`config.mk`:
```
export PLATFORM = sky130hd
export DESIGN_NAME = usb_data_rx_flat
export DESIGN_NICKNAME = d
export VERILOG_FILES = /design/src/rtl/usb_data_rx_if.sv /design/src/rtl/usb_data_rx.sv /design/src/flat_wrapper.sv
export SDC_FILE = /design/constraint.sdc
export NUM_CORES = 1
export LEC_CHECK = 0
export CORE_UTILIZATION = 50
export CTS_BUF_LIST = sky130_fd_sc_hd__clkbuf_8
export DETAILED_ROUTE_END_ITERATION = 16
export GPL_ROUTABILITY_DRIVEN = 0
export PLACE_DENSITY = 0.74
export SYNTH_ARGS = -nofsm -noshare
export SYNTH_HDL_FRONTEND = slang
export SYNTH_SLANG_ARGS = --single-unit
```
`constraint.sdc`:
```
create_clock -name useClk -period 2.17 [get_ports useClk]
set_input_delay 0.434 -clock useClk [delete_from_list [all_inputs] [get_ports useClk]]
set_output_delay 0.434 -clock useClk [all_outputs]
set_load 0.1 [all_outputs]
```
`src/rtl/usb_data_rx_if.sv`:
```
// ---------------------------------------------------------------------------
// usb_data_rx_if
// Bundles the bit-level inputs and the packet/byte results of the USB data
// receiver. The receiver is the slave (consumes line bits, produces results);
// whoever feeds it line bits is the master.
//
// Signals:
//   checkData   - one-cycle bit-time strobe, one per USB bit
//   rxBit       - NRZI-decoded, destuffed line bit (LSB-first)
//   eopIn       - high while SE0/EOP is on the bus
//   pidOut      - PID[3:0] of the last packet whose PID checked good
//   pidValid    - pulse when a PID passes its check
//   dataByte    - last assembled byte (CRC bytes included)
//   dataValid   - pulse per assembled byte
//   byteCount   - bytes in current DATA packet (CRC bytes included)
//   packetDone  - pulse at the end of any packet
//   crcOk       - with packetDone: DATA packet with good CRC16
//   packetError - with packetDone: PID fail, partial byte, overflow, bad CRC
//   busyRx      - receiver is somewhere other than IDLE
// ---------------------------------------------------------------------------
interface usb_data_rx_if;
    logic       checkData;
    logic       rxBit;
    logic       eopIn;
    logic [3:0] pidOut;
    logic       pidValid;
    logic [7:0] dataByte;
    logic       dataValid;
    logic [6:0] byteCount;
    logic       packetDone;
    logic       crcOk;
    logic       packetError;
    logic       busyRx;

    modport master (
        output checkData, rxBit, eopIn,
        input  pidOut, pidValid, dataByte, dataValid, byteCount,
        input  packetDone, crcOk, packetError, busyRx
    );

    modport slave (
        input  checkData, rxBit, eopIn,
        output pidOut, pidValid, dataByte, dataValid, byteCount,
        output packetDone, crcOk, packetError, busyRx
    );
endinterface

```
`src/rtl/usb_data_rx.sv`:
```
// ---------------------------------------------------------------------------
// usb_data_rx
// Bit-serial USB packet receiver. Hunts for SYNC, checks the PID, assembles
// DATA0/DATA1 payload bytes while running CRC16, and reports a per-packet
// result at EOP. All work happens only on checkData strobe cycles.
//
// Ports:
//   useClk  - system clock, rising edge
//   resetN  - asynchronous active-low reset
//   bus     - usb_data_rx_if.slave (line bits in, byte/packet results out)
// ---------------------------------------------------------------------------
module usb_data_rx (
    input  logic         useClk,
    input  logic         resetN,
    usb_data_rx_if.slave bus
);

    localparam logic [1:0] IDLE     = 2'd0;
    localparam logic [1:0] PID      = 2'd1;
    localparam logic [1:0] DATA     = 2'd2;
    localparam logic [1:0] WAIT_EOP = 2'd3;

    localparam logic [7:0]  SYNC_PATTERN = 8'h80;
    localparam logic [15:0] CRC_INIT     = 16'hFFFF;
    localparam logic [15:0] CRC_RESIDUAL = 16'hB001;
    localparam logic [6:0]  MAX_BYTES    = 7'd67;

    logic [1:0]  state;
    logic [7:0]  hunt;
    logic [2:0]  bitCnt;
    logic [7:0]  shiftReg;
    logic [15:0] crc;
    logic [3:0]  pidReg;
    logic        pidValidReg;
    logic [7:0]  dataByteReg;
    logic        dataValidReg;
    logic [6:0]  byteCountReg;
    logic        packetDoneReg;
    logic        crcOkReg;
    logic        packetErrorReg;

    logic [7:0]  huntNext;
    logic [7:0]  shiftNext;
    logic [15:0] crcNext;
    logic        crcFeedback;
    logic        pidCheckOk;
    logic        endOk;

    // Next-value helpers shared by the states: both shift registers take the
    // new bit at the MSB so a byte ends up LSB-first aligned after 8 bits,
    // and the CRC is the reflected CRC16 (poly 0xA001) stepped one bit.
    always_comb begin
        huntNext    = {bus.rxBit, hunt[7:1]};
        shiftNext   = {bus.rxBit, shiftReg[7:1]};
        crcFeedback = crc[0] ^ bus.rxBit;
        crcNext     = {1'b0, crc[15:1]} ^ (crcFeedback ? 16'hA001 : 16'h0000);
        pidCheckOk  = (shiftNext[3:0] == ~shiftNext[7:4]);
        endOk       = (crc == CRC_RESIDUAL) && (bitCnt == 3'd0) && (byteCountReg >= 7'd2);
    end

    // Main receive state machine. Pulses default low every cycle so they
    // are only ever high in the cycle after a strobed edge. An EOP always
    // wins over a bit arriving on the same strobe, so a byte or PID that
    // completes together with EOP is discarded.
    always_ff @(posedge useClk or negedge resetN) begin
        if (!resetN) begin
            state          <= IDLE;
            hunt           <= 8'h00;
            bitCnt         <= 3'd0;
            shiftReg       <= 8'h00;
            crc            <= CRC_INIT;
            pidReg         <= 4'h0;
            pidValidReg    <= 1'b0;
            dataByteReg    <= 8'h00;
            dataValidReg   <= 1'b0;
            byteCountReg   <= 7'd0;
            packetDoneReg  <= 1'b0;
            crcOkReg       <= 1'b0;
            packetErrorReg <= 1'b0;
        end else begin
            pidValidReg   <= 1'b0;
            dataValidReg  <= 1'b0;
            packetDoneReg <= 1'b0;
            if (bus.checkData) begin
                case (state)
                    IDLE: begin
                        if (bus.eopIn) begin
                            hunt <= 8'h00;
                        end else if (huntNext == SYNC_PATTERN) begin
                            // Hunt is cleared so the next packet needs its own SYNC.
                            hunt           <= 8'h00;
                            bitCnt         <= 3'd0;
                            crcOkReg       <= 1'b0;
                            packetErrorReg <= 1'b0;
                            state          <= PID;
                        end else begin
                            hunt <= huntNext;
                        end
                    end
                    PID: begin
                        if (bus.eopIn) begin
                            packetDoneReg  <= 1'b1;
                            packetErrorReg <= 1'b1;
                            crcOkReg       <= 1'b0;
                            state          <= IDLE;
                        end else begin
                            shiftReg <= shiftNext;
                            bitCnt   <= bitCnt + 3'd1;
                            if (bitCnt == 3'd7) begin
                                if (!pidCheckOk) begin
                                    packetErrorReg <= 1'b1;
                                    state          <= WAIT_EOP;
                                end else begin
                                    pidReg      <= shiftNext[3:0];
                                    pidValidReg <= 1'b1;
                                    if (shiftNext[3:0] == 4'h3 || shiftNext[3:0] == 4'hB) begin
                                        byteCountReg <= 7'd0;
                                        crc          <= CRC_INIT;
                                        state        <= DATA;
                                    end else begin
                                        state <= WAIT_EOP;
                                    end
                                end
                            end
                        end
                    end
                    DATA: begin
                        if (bus.eopIn) begin
                            crcOkReg       <= endOk;
                            packetErrorReg <= !endOk;
                            packetDoneReg  <= 1'b1;
                            state          <= IDLE;
                        end else begin
                            crc      <= crcNext;
                            shiftReg <= shiftNext;
                            bitCnt   <= bitCnt + 3'd1;
                            if (bitCnt == 3'd7) begin
                                dataByteReg  <= shiftNext;
                                dataValidReg <= 1'b1;
                                if (byteCountReg < MAX_BYTES) begin
                                    byteCountReg <= byteCountReg + 7'd1;
                                end
                                // Byte 67 means more than 64 payload + 2 CRC bytes.
                                if (byteCountReg + 7'd1 >= MAX_BYTES) begin
                                    packetErrorReg <= 1'b1;
                                    state          <= WAIT_EOP;
                                end
                            end
                        end
                    end
                    WAIT_EOP: begin
                        if (bus.eopIn) begin
                            packetDoneReg <= 1'b1;
                            state         <= IDLE;
                        end
                    end
                    default: state <= IDLE;
                endcase
            end
        end
    end

    assign bus.pidOut      = pidReg;
    assign bus.pidValid    = pidValidReg;
    assign bus.dataByte    = dataByteReg;
    assign bus.dataValid   = dataValidReg;
    assign bus.byteCount   = byteCountReg;
    assign bus.packetDone  = packetDoneReg;
    assign bus.crcOk       = crcOkReg;
    assign bus.packetError = packetErrorReg;
    assign bus.busyRx      = (state != IDLE);

endmodule

```
`src/flat_wrapper.sv`:
```
// flat-port wrapper written by rule: the top's interface ports become plain ports
module usb_data_rx_flat 
  (useClk, resetN, bus_checkData, bus_rxBit, bus_eopIn, bus_pidOut, bus_pidValid, bus_dataByte, bus_dataValid, bus_byteCount, bus_packetDone, bus_crcOk, bus_packetError, bus_busyRx);
  usb_data_rx_if bus_i ();
  input  logic useClk;
  input  logic resetN;
  input wire logic [$bits(bus_i.checkData)-1:0] bus_checkData;
  input wire logic [$bits(bus_i.rxBit)-1:0] bus_rxBit;
  input wire logic [$bits(bus_i.eopIn)-1:0] bus_eopIn;
  output wire logic [$bits(bus_i.pidOut)-1:0] bus_pidOut;
  output wire logic [$bits(bus_i.pidValid)-1:0] bus_pidValid;
  output wire logic [$bits(bus_i.dataByte)-1:0] bus_dataByte;
  output wire logic [$bits(bus_i.dataValid)-1:0] bus_dataValid;
  output wire logic [$bits(bus_i.byteCount)-1:0] bus_byteCount;
  output wire logic [$bits(bus_i.packetDone)-1:0] bus_packetDone;
  output wire logic [$bits(bus_i.crcOk)-1:0] bus_crcOk;
  output wire logic [$bits(bus_i.packetError)-1:0] bus_packetError;
  output wire logic [$bits(bus_i.busyRx)-1:0] bus_busyRx;
  assign bus_i.checkData = bus_checkData;
  assign bus_i.rxBit = bus_rxBit;
  assign bus_i.eopIn = bus_eopIn;
  assign bus_pidOut = bus_i.pidOut;
  assign bus_pidValid = bus_i.pidValid;
  assign bus_dataByte = bus_i.dataByte;
  assign bus_dataValid = bus_i.dataValid;
  assign bus_byteCount = bus_i.byteCount;
  assign bus_packetDone = bus_i.packetDone;
  assign bus_crcOk = bus_i.crcOk;
  assign bus_packetError = bus_i.packetError;
  assign bus_busyRx = bus_i.busyRx;
  usb_data_rx u_core (.useClk(useClk), .resetN(resetN), .bus(bus_i));
endmodule
```
==> out/results.ini, run 1 <==
[routing]
wl_um = 5710
via_per_inst = 5.38
drtAntennaViolNets = 0
drt_pass1_iterations = 4
wl_per_cell_um = 14.7
drtIter0Drc = 90
drc_errors = 0
dr_total_vias = 2091

[finish]
final_common_cell = buf_4
syn2layout_area_growth_pct = 27.3
fillers = 438
fin_cells = 389
antenna_cells = 0
final_cell_mix = 49 x buf_4, 37 x dfrtp_1, 31 x nand2_1
fin_util_pct = 65.8
fin_nets = 328
drive_gt1_share_pct = 37.2

[floorplan]
row_count = 27
die_y_um = 77.4
start_util_pct = 51.7
io-pin-count = 30
die_area_um2 = 6000
dieWidth_um = 77.4
coreArea_um2 = 5510

[critical_path]
cp_top_family = flip-flops
slowest_delay_ns = 0.52
reg2reg_from = u_core.bus.byteCount[0]
slowest_stage = dfrtp_4
cp-end-kind = register
worstPathMaxFanout = 6
crit_chain = ha_4 -> and3_4 -> xnor2_1 -> and4_4 -> a2111oi_4 -> mux2_1
arrival_ns = 2.31
start_kind = register
crit_type = reg -> reg
r2r_cells = 6
path_buf_inv = 0
r2r_end = u_core.state[1]
required_ns = 2.39
reg2reg_slack_ns = 0.08

[clocking]
numCtsBuffers = 9
htreeDepth = 3
clk_pin_slew_ns = 0.07
clkSinkCount = 59
cts_tree = done
ctsRootBufferMaster = clkbuf_8
worstSkewPairLatency_ns = 0.35
cts_buffer_depth = 2

[sta]
fin_crit_sh_pct = 96.2
fin_crit_ns = 2.09
slew_viol_final = 0
finClkSkew_ns = 0.0139
worstMarginPinSlew_ns = 0.604
rsz0062_at_grt = false
setup_viol = 0
finalHoldViolCount = 0
fmax_ghz = 0.479
maxSlewHeadroom_pct = 59.5

[placement]
dp_hpwl_um = 4070
place.detailed.instances = 371
port_buffers = 29

[yosys]
syn_area_um2 = 2850
ys_ff_latch = 59
synth_top_flop_cell = dfrtp_1
yosysSeqAreaShare_pct = 52.6
async_flop_share_pct = 100
synth.avg_cell_area_um2 = 11.4
yosys.area.top_type_share_pct = 37.8
synth_area_leaders = dfrtp_1 38%, dfstp_2 15%, mux2_2 5.9%, o22a_1 4.9%, ha_1 4.8%
synth-edff-count = 0
yosys_warnings = 0
synth_cell_types = 47
syn_inst = 250
synth_nets = 266
yosys.area.top_type = dfrtp_1

[global_route]
grt-ovfl-total = 0
antenna_found_initial = 0
grt_pass1_vias = 2083
grt_usage_pct = 21.2
grt_pass1_wl_um = 9720
grt_start_max_net_pins = 29

[power]
leakagePower_nw = 1.67
ir_drop_mv = 0.669
power.density_nw_per_um2 = 1300

[min_path]
hp-class = in -> async

[outcome]
status = completed

[flow_run]
cap_violations = 0

==> what timing repair did <==
| item | CTS | global route |
|---|---|---|
| setup buffers | 0 | 1 |
| setup endpoints to repair | 0 | 26 |
| resized for setup | 0 | 8 |
| endpoints found under the hold margin | 11 | 0 |
| hold buffers | 1 | 0 |
==> cells in the mapped netlist, types with 5 or more instances <==
cell type  number
dfrtp_1        43
nand2_1        31
o21ai_1        17
dfstp_2        16
o22a_1         16
mux2_2         15
ha_1           11
xor2_1         10
inv_1           9
nand3_1         7
nor2_1          7
mux2_1          6
o21ai_0         5
==> worst max-delay path by stage <==
stage | start | endpoint | slack (ns) | depth (start not counted)
5_1_grt | u_core.bus.byteCount[2] | u_core.bus.byteCount[2] | 0.002 | 6
4_1_cts | u_core.bus.byteCount[1] | u_core.state[0] | 0.006 | 7
6_report | u_core.bus.byteCount[0] | u_core.state[1] | 0.08 | 6
3_3_place_gp | bus_rxBit | u_core.state[1] | -0.24 | 6
2_1_floorplan | u_core.bus.byteCount[1] | u_core.bus.packetError | -0.17 | 7
3_5_place_dp | bus_rxBit | u_core.crc[0] | -0.32 | 7
==> worst reg2reg max path, stage by stage, from the launching register on <==
cell	delay, ns
dfrtp_4	0.52
ha_4	0.17
and3_4	0.18
xnor2_1	0.14
and4_4	0.22
a2111oi_4	0.38
mux2_1	0.36
==> state kept, by name, indices dropped and copies added, names as in the netlist, 2 cells and up <==
name,cells
u_core.hunt,7
u_core.shiftReg,7
u_core.state,2
u_core.crc,16
u_core.bus.byteCount,7
u_core.bus.pidOut,4
u_core.bitCnt,3
u_core.bus.dataByte,8
==> where the power goes <==
group	leakage [nW]	internal [mW]	switching, mW
Clock	0.0953	0.515	0.436
Combinational	0.844	0.799	1.10
Sequential	0.733	1.55	0.323
Total	1.67	2.86	1.86
==> kinds of logic after synthesis <==
logic type	synth area share, %
compound gates	13.3
xor+xnor	3.39
fa+ha+maj	4.84
buf+inv	2.29
flops	52.6
mux	9.01
simple gates	14.6
==> stage by stage <==
| step | setup slack [ns] | hold WS, ns | total power [mW] | TNS, ns | instance area, µm² |
|---|---|---|---|---|---|
| 2_1_floorplan | -0.166 | 0.138 | 3.17 | -0.548 | 2890 |
| 3_3_place_gp | -0.240 | 0.329 | 3.69 | -6.38 | 3400 |
| 3_5_place_dp | -0.316 | 0.332 | 3.75 | -8.22 | 3400 |
| 4_1_cts | 0.00645 | 0.494 | 4.72 | 0 | 3600 |
| 5_1_grt | 0.00159 | 0.511 | 4.99 | 0 | 3620 |
| 6_report | 0.0827 | 0.491 | 4.72 | 0 | 3620 |
==> cell type report <==
| class | instances | area, µm² | share of cell area, % |
|---|---|---|---|
| multi-input cells | 175 | 1320 | 36.5 |
| repair buffers | 57 | 475 | 13.1 |
| flip-flops and latches | 59 | 1510 | 41.7 |
| well taps | 72 | 90.1 | 2.49 |
| clock inverters | 7 | 61.3 | 1.69 |
| clock buffers | 9 | 124 | 3.42 |
| inverters | 10 | 41.3 | 1.14 |
==> routing by layer <==
layer	global-route usage (%)	part of all wire, %
met5	0	0
met4	8.11	1.8
met3	6.00	3.4
met2	32.6	46
met1	28.3	49
Note: power is estimated with default switching activity, not from simulation.
==> run 2, diff against run 1 <==
Settings changed: ABC_CLOCK_PERIOD_IN_PS from default to 2170.
==> results of run 2 <==
The final DEF is identical to that of run 1; final timing and power are the same.
